===== src/rtl/seg7_dbg_scan.sv =====
// Multi-channel 7-segment debug display: selects one of NUM_CH 32-bit words,
// snapshots it, and time-multiplexes its nibbles onto up to 8 hex digits.
module seg7_dbg_scan #(
   parameter int DIGITS     = 8,
   parameter int NUM_CH     = 4,
   parameter int SCAN_DIV   = 50000,
   parameter int ROT_PERIOD = 100000000,
   parameter int BLANK_LZ   = 1
) (
   input  logic                  clk_in,
   input  logic                  reset,
   input  logic                  cs,
   input  logic [NUM_CH*32-1:0]  i_data,
   input  logic                  i_ch_next,
   input  logic                  i_auto,
   input  logic                  i_freeze,
   output logic [7:0]            o_seg,
   output logic [7:0]            o_sel,
   output logic [2:0]            o_ch
);

   localparam int SW = (SCAN_DIV > 1) ? $clog2(SCAN_DIV) : 1;
   localparam int RW = (ROT_PERIOD > 1) ? $clog2(ROT_PERIOD) : 1;
   localparam logic [SW-1:0] SCAN_LAST = SW'(SCAN_DIV - 1);
   localparam logic [RW-1:0] ROT_LAST  = RW'(ROT_PERIOD - 1);
   localparam logic [2:0]    CH_LAST   = 3'(NUM_CH - 1);
   localparam logic [2:0]    DIG_LAST  = 3'(DIGITS - 1);

   logic [2:0]    ch_q, ch_d;
   logic          prev_next_q;
   logic [RW-1:0] rot_cnt_q, rot_cnt_d;
   logic [31:0]   snap_q, snap_d;
   logic [SW-1:0] scan_cnt_q, scan_cnt_d;
   logic [2:0]    dig_q, dig_d;
   logic [7:0]    seg_q, seg_d;
   logic [7:0]    sel_q, sel_d;

   logic [31:0] ch_word [NUM_CH];
   logic [31:0] sel_word;
   logic [31:0] shifted;
   logic        manual_edge, rot_term, advance, blank;

   genvar gi;
   generate
      for (gi = 0; gi < NUM_CH; gi++) begin : g_ch
         assign ch_word[gi] = i_data[32*gi +: 32];
      end
   endgenerate

   function automatic logic [6:0] hex7(input logic [3:0] n);
      case (n)
         4'h0: hex7 = 7'h40;  4'h1: hex7 = 7'h79;  4'h2: hex7 = 7'h24;  4'h3: hex7 = 7'h30;
         4'h4: hex7 = 7'h19;  4'h5: hex7 = 7'h12;  4'h6: hex7 = 7'h02;  4'h7: hex7 = 7'h78;
         4'h8: hex7 = 7'h00;  4'h9: hex7 = 7'h10;  4'hA: hex7 = 7'h08;  4'hB: hex7 = 7'h03;
         4'hC: hex7 = 7'h46;  4'hD: hex7 = 7'h21;  4'hE: hex7 = 7'h06;  default: hex7 = 7'h0E;
      endcase
   endfunction

   always_comb begin
      sel_word = '0;
      for (int k = 0; k < NUM_CH; k++) begin
         if (ch_q == 3'(k)) sel_word = ch_word[k];
      end
   end

   // A manual edge and a rotation terminal in the same cycle merge into one advance.
   assign manual_edge = i_ch_next & ~prev_next_q;
   assign rot_term    = i_auto & (rot_cnt_q == ROT_LAST);
   assign advance     = manual_edge | rot_term;

   assign shifted = snap_q >> {dig_q, 2'b00};
   assign blank   = (BLANK_LZ != 0) && (dig_q != 3'd0) && (shifted == 32'd0);

   always_comb begin
      ch_d       = ch_q;
      rot_cnt_d  = rot_cnt_q + 1'b1;
      snap_d     = snap_q;
      scan_cnt_d = scan_cnt_q + 1'b1;
      dig_d      = dig_q;

      if (advance) ch_d = (ch_q == CH_LAST) ? 3'd0 : ch_q + 3'd1;
      if (!i_auto || manual_edge || rot_term) rot_cnt_d = '0;
      if (cs && !i_freeze) snap_d = sel_word;
      if (scan_cnt_q == SCAN_LAST) begin
         scan_cnt_d = '0;
         dig_d      = (dig_q == DIG_LAST) ? 3'd0 : dig_q + 3'd1;
      end

      seg_d = blank ? 8'hFF : {(dig_q != ch_q), hex7(shifted[3:0])};
      sel_d = ~(8'b1 << dig_q);
   end

   always_ff @(posedge clk_in) begin
      if (reset) begin
         ch_q        <= '0;
         prev_next_q <= 1'b0;
         rot_cnt_q   <= '0;
         snap_q      <= '0;
         scan_cnt_q  <= '0;
         dig_q       <= '0;
         seg_q       <= 8'hFF;
         sel_q       <= 8'hFF;
      end else begin
         ch_q        <= ch_d;
         prev_next_q <= i_ch_next;
         rot_cnt_q   <= rot_cnt_d;
         snap_q      <= snap_d;
         scan_cnt_q  <= scan_cnt_d;
         dig_q       <= dig_d;
         seg_q       <= seg_d;
         sel_q       <= sel_d;
      end
   end

   assign o_seg = seg_q;
   assign o_sel = sel_q;
   assign o_ch  = ch_q;

endmodule

===== config.mk =====
export PLATFORM = sky130hd
export DESIGN_NAME = seg7_dbg_scan
export DESIGN_NICKNAME = d
export VERILOG_FILES = /design/src/rtl/seg7_dbg_scan.sv
export SDC_FILE = /design/constraint.sdc
export NUM_CORES = 1
export LEC_CHECK = 0
export ABC_CLOCK_PERIOD_IN_PS = 2350
export CAP_MARGIN = 30
export CORE_MARGIN = 10
export CORE_UTILIZATION = 45
export CTS_BUF_LIST = sky130_fd_sc_hd__clkbuf_4 sky130_fd_sc_hd__clkbuf_8
export CTS_CLUSTER_SIZE = 30
export DETAILED_ROUTE_END_ITERATION = 12
export GPL_TIMING_DRIVEN = 0
export PLACE_DENSITY_LB_ADDON = 0.2
export SLEW_MARGIN = 5
export SYNTH_ARGS = -nofsm -noshare
export SYNTH_HDL_FRONTEND = slang
export SYNTH_SLANG_ARGS = --single-unit
export TNS_END_PERCENT = 10

===== constraint.sdc =====
create_clock -name clk_in -period 2.35 [get_ports clk_in]
set_clock_uncertainty 0.05 [all_clocks]
set_input_delay 0.5875 -clock clk_in [delete_from_list [all_inputs] [get_ports clk_in]]
set_output_delay 0.5875 -clock clk_in [all_outputs]
set_load 0.05 [all_outputs]

# Word level (Yosys, flattened, before mapping)
# Memories as Yosys holds them, arrays and structs flattened. A register that Yosys moved wholly into a read port is not among the register bits.
# Cells that the tools add are included.
# word_totals
regBits	98
mem_bits_ro	112
in_bits	134
output_inout_bits	19
word_cells	45
memories	1
# memory_table
name	depth	word_bits	rd	rd_clocked_by_memory_dff	write_ports	line	rtl
(name not given)	16	7	1	1	0	51	case (n)
# classes
n_addsub	4
n_eq_ne	7
n_shift	2
mux	6
bitwise	5
reduce_logical	12
# op_table
op	count
$mux 32	4
$logic_not 32->1	1
$shr 32x5->32	1
$add 27x1->27 const B	1
$eq 27x27->1 const B	1
$add 16x1->16 const B	1
$eq 16x16->1 const B	1
$not 8->8	1
$shl 1x3->8 const A	1
$add 3x1->3 const B	2
$eq 3x2->1 const B	2
$mux 3	2
$reduce_or 2->1	3
$eq 3x1->1 const B	1
$eq 3x3->1 const B	1
$logic_not 3->1	1
$ne 3x3->1	1
$reduce_bool 3->1	1
$and 1x1->1	2
$logic_and 1x1->1	2
$logic_not 1->1	2
$logic_or 1x1->1	2
$not 1->1	1
$or 1x1->1	1

# Logic depth before layout (Yosys ltp)
# depth
depth_word	5
mapped_depth	10
ltp_nobuf	8

# Worst setup path before layout
# Ideal clock, no wire load.
# synth_timing
path_type	reg2reg
startpoint	register dig_q[0]
endpoint	register seg_q[7] (netlist: o_seg[7])
t_arrival_ps	2398
t_required_ps	2217
path_slack_ps	-180
stages_incl_launch_ff	9
period_less_slack_ps	2530
path_cell_list	dfxtp_1 -> buf_4 -> mux4_2 -> mux2i_1 -> ha_1 -> o31ai_1 -> a21oi_1 -> a31oi_4 -> o2111ai_1
# synth_between
elab_chain_cells	4
word_cells_on_any_way	6
# synth_lines
item	line	rtl
start: declaration	34	logic [2:0] dig_q, dig_d;
start signal: assignment	109	dig_q <= dig_d;
$shr 32x5->32	71	assign shifted = snap_q >> {dig_q, 2'b00};
$logic_not 32->1	72	assign blank = (BLANK_LZ != 0) && (dig_q != 3'd0) && (shifted == 32'd0);
$logic_and 1x1->1	72	
$reduce_or 2->1 (no source line)	n/a	
end signal: assignment	110	seg_q <= seg_d;
end: declaration	35	logic [7:0] seg_q, seg_d;
# Several ways; a longest one is shown, not always the timed one.
# A chain may end at the register's enable or synchronous reset.

# Final worst setup path
# layout_timing
startpoint	register dig_q[1]
endpoint	register seg_q[7] (netlist: o_seg[7])
# Same word-level chain as after synthesis.

==> results.cfg <==
[placement]
dpl.hpwl_mm = 13.2
routabilityCongestion = 0.943
place_inst = 936
io_buffer_count = 152

[cts]
cts_made_buffers = 9
h-tree-depth = 3
cts_root_buf = clkbuf_8
insertion_delay_ns = 0.37
clk_pin_slew_ns = 0.10
clockBufferDepth = 2
postCtsHoldBufs = 0
cts.sinks = 98
cts_tree = yes

[sta]
worst_pin_slew_ns = 0.827
finalSetupViolCount = 0
finalHoldViolCount = 0
rsz0062_at_grt = true
max-slew-margin-rel_pct = 44.9
drv_slew = 0
max_freq_ghz = 0.434
fin_crit_ns = 2.31
period_share_pct = 98.1

[grt]
overflow = 0
grt_pass1_vias = 5638
antenna_found_initial = 0
grt_max_degree = 18
grt_usage_pct = 19.1
grt_pass1_wl_mm = 26.4

[worst_setup_path]
cp.required_ns = 2.52
arrival_ns = 2.48
start_kind = flop
rr_worst_depth = 7
reg2reg_from = dig_q[1]$_SDFFE_PP0P_
cp_max_fo = 10
path_class = reg2reg
ff2ff_setup_slack_ns = 0.04
r2r-end = o_seg[7]$_SDFF_PP1_
endpoint_kind = flop

[logic_synthesis]
syn-num-nets = 792
synth_cells = 641
syn_area_per_cell_um2 = 8.38
ys_seq_area_share_pct = 36.5
ys.flop_type = dfxtp_1
postSynthRegisterBits = 98
yosys_warnings = 0
synth_area_um2 = 5370
synthDistinctLibCells = 56
synth_edf_count = 0
async_flop_share_pct = 0

[floorplan]
die-height_um = 129
num_rows = 39
die_area_um2 = 16700
start_util_pct = 46.4
fp.coreArea_um2 = 11600
pin_count = 153
fp.dieW_um = 129

[outcome]
outcome = complete, no violations

[routing]
post_drt_wl_per_cell_um = 17.1
vias_per_cell = 5.68
vias = 5489
drt-pass1-iter-count = 5
ant_nets = 0
drt_iter0_markers = 310
drc = 0
routed_wl_mm = 16.5

[power]
leakagePower_nw = 2.75
vdd_drop_max_uv = 257
power_mw = 3.79
power_density_nw_per_um2 = 500

[final_layout]
regArea_um2 = 1970
fill_cells = 958
multi_input_area_um2 = 3330
instances_no_fill = 967
n_antenna_cell = 0
final_layout_size_suffix_gt1_share_pct = 11.2
area_growth_pct = 41.2
nets = 970

[min_path]
holdPathStages = 1
whs_endpoint = rot_cnt_q[0]$_SDFF_PP0_
hp-start = rot_cnt_q[0]$_SDFF_PP0_
hp-class = reg2reg

[job]
drv_cap = 0
[sequential cells by signal, indices dropped and copies added (netlist names)]
signal       flops
dig_q            3
o_ch             3
snap_q          32
o_seg            8
o_sel            8
scan_cnt_q      16
prev_next_q      1
rot_cnt_q       27
[how the worst max path moves through the flow]
stage	startpoint	end	slack [ns]	cells past startpoint
after floorplan	dig_q[0]$_SDFFE_PP0P_	o_seg[7]$_SDFF_PP1_	0.0008	8
final	dig_q[1]$_SDFFE_PP0P_	o_seg[7]$_SDFF_PP1_	0.04	7
after detailed placement	dig_q[1]$_SDFFE_PP0P_	o_seg[7]$_SDFF_PP1_	-0.46	9
after CTS	dig_q[0]$_SDFFE_PP0P_	o_seg[3]$_SDFF_PP1_	-0.03	10
after global routing	dig_q[0]$_SDFFE_PP0P_	o_seg[7]$_SDFF_PP1_	-0.04	8
after global placement	dig_q[1]$_SDFFE_PP0P_	o_seg[7]$_SDFF_PP1_	-0.39	9
[Yosys cell counts (9+ instances only)]
master	count	area, um2
nor2_1	127	477
dfxtp_1	98	1960
a211oi_1	65	488
a21oi_1	41	205
a22oi_1	32	240
clkbuf_1	28	105
nand2_1	26	97.6
xor2_1	21	184
nand3_1	20	100
xnor2_1	20	175
ha_1	17	213
and3_1	12	75.1
nor3_1	11	55.1
mux2i_1	10	100
inv_1	9	33.8
[layout make-up]
class | instances | share of cell area, %
repair buffers | 167 | 21.8
inverters | 11 | 0.594
well taps | 143 | 2.36
clock buffers | 9 | 1.63
clock inverters | 7 | 0.677
flip-flops and latches | 98 | 26.0
plain buffers | 44 | 2.97
multi-input cells | 488 | 43.9
[critical path, cell delays in order (launching register included)]
cell	delay (ns)
dfxtp_4	0.40
buf_6	0.15
buf_6	0.16
o21ai_0	0.12
a31oi_1	0.32
nor4_4	0.06
a311oi_2	0.69
o2111ai_2	0.21
[cell families (layout without fill, tap and decap cells)]
kind of cell | Yosys count | after routing | synth area share, %
compound gates | 166 | 166 | 21.4
xor+xnor | 41 | 41 | 6.69
fa+ha+maj | 17 | 17 | 3.96
buf+inv | 55 | 238 | 4.19
flops | 98 | 98 | 36.5
mux | 19 | 19 | 5.54
simple gates | 245 | 245 | 21.7
[what timing repair did]
action / in CTS / in global routing
pin swaps: 2 / 6
endpoints found under the setup margin: 61 / 55
gates cloned: 0 / 1
resized for setup: 22 / 36
setup buffers: 6 / 8
[report_power, final]
group	total (mW)	switching (mW)	internal (mW)
clock	1.01	0.613	0.392
combinational	1.00	0.490	0.515
sequential	1.78	0.0538	1.73
[layer usage]
layer	up-vias	routed length (um)	track usage (%)	part of all wire, %
met5	-	0	0	0
met4	0	452	7.36	2.7
met3	37	1380	6.57	8.4
met2	214	7940	33.2	48
met1	2549	6730	21.2	41
li1	2689	-	-	-
[layout by cell type (no fill, tap or decap), types with 5 or more instances in the layout]
cell type / n
buf_2: 7
mux4_2: 7
nand4_1: 8
clkbuf_2: 10
nor2_1: 126
clkbuf_1: 16
a211oi_1: 65
mux2i_1: 7
xnor2_1: 20
ha_1: 13
inv_1: 7
nor3_1: 10
a22oi_1: 32
clkbuf_8: 9
and3_1: 12
xor2_1: 21
nor2b_1: 7
nand2_1: 26
buf_6: 5
o21ai_0: 7
buf_1: 7
nand3_1: 20
nand2b_1: 5
buf_4: 12
dfxtp_1: 94
and4_1: 5
a21oi_1: 40
clkdlybuf4s50_1: 150
[through the flow]
step           TNS (ns)  setup WS [ns]  instance area, um2  hold WS, ns  utilization [%]
6_report              0         0.0449                7580        0.431             65.6
5_1_grt          -0.133        -0.0385                7580        0.458             65.6
4_1_cts         -0.0336        -0.0315                7380        0.437             63.8
3_5_place_dp     -18.57         -0.462                7100        0.414             61.4
3_3_place_gp     -14.21         -0.388                7100        0.388             61.4
2_1_floorplan         0       0.000838                5400        0.376                -
Note: power is estimated with default switching activity, not from simulation.
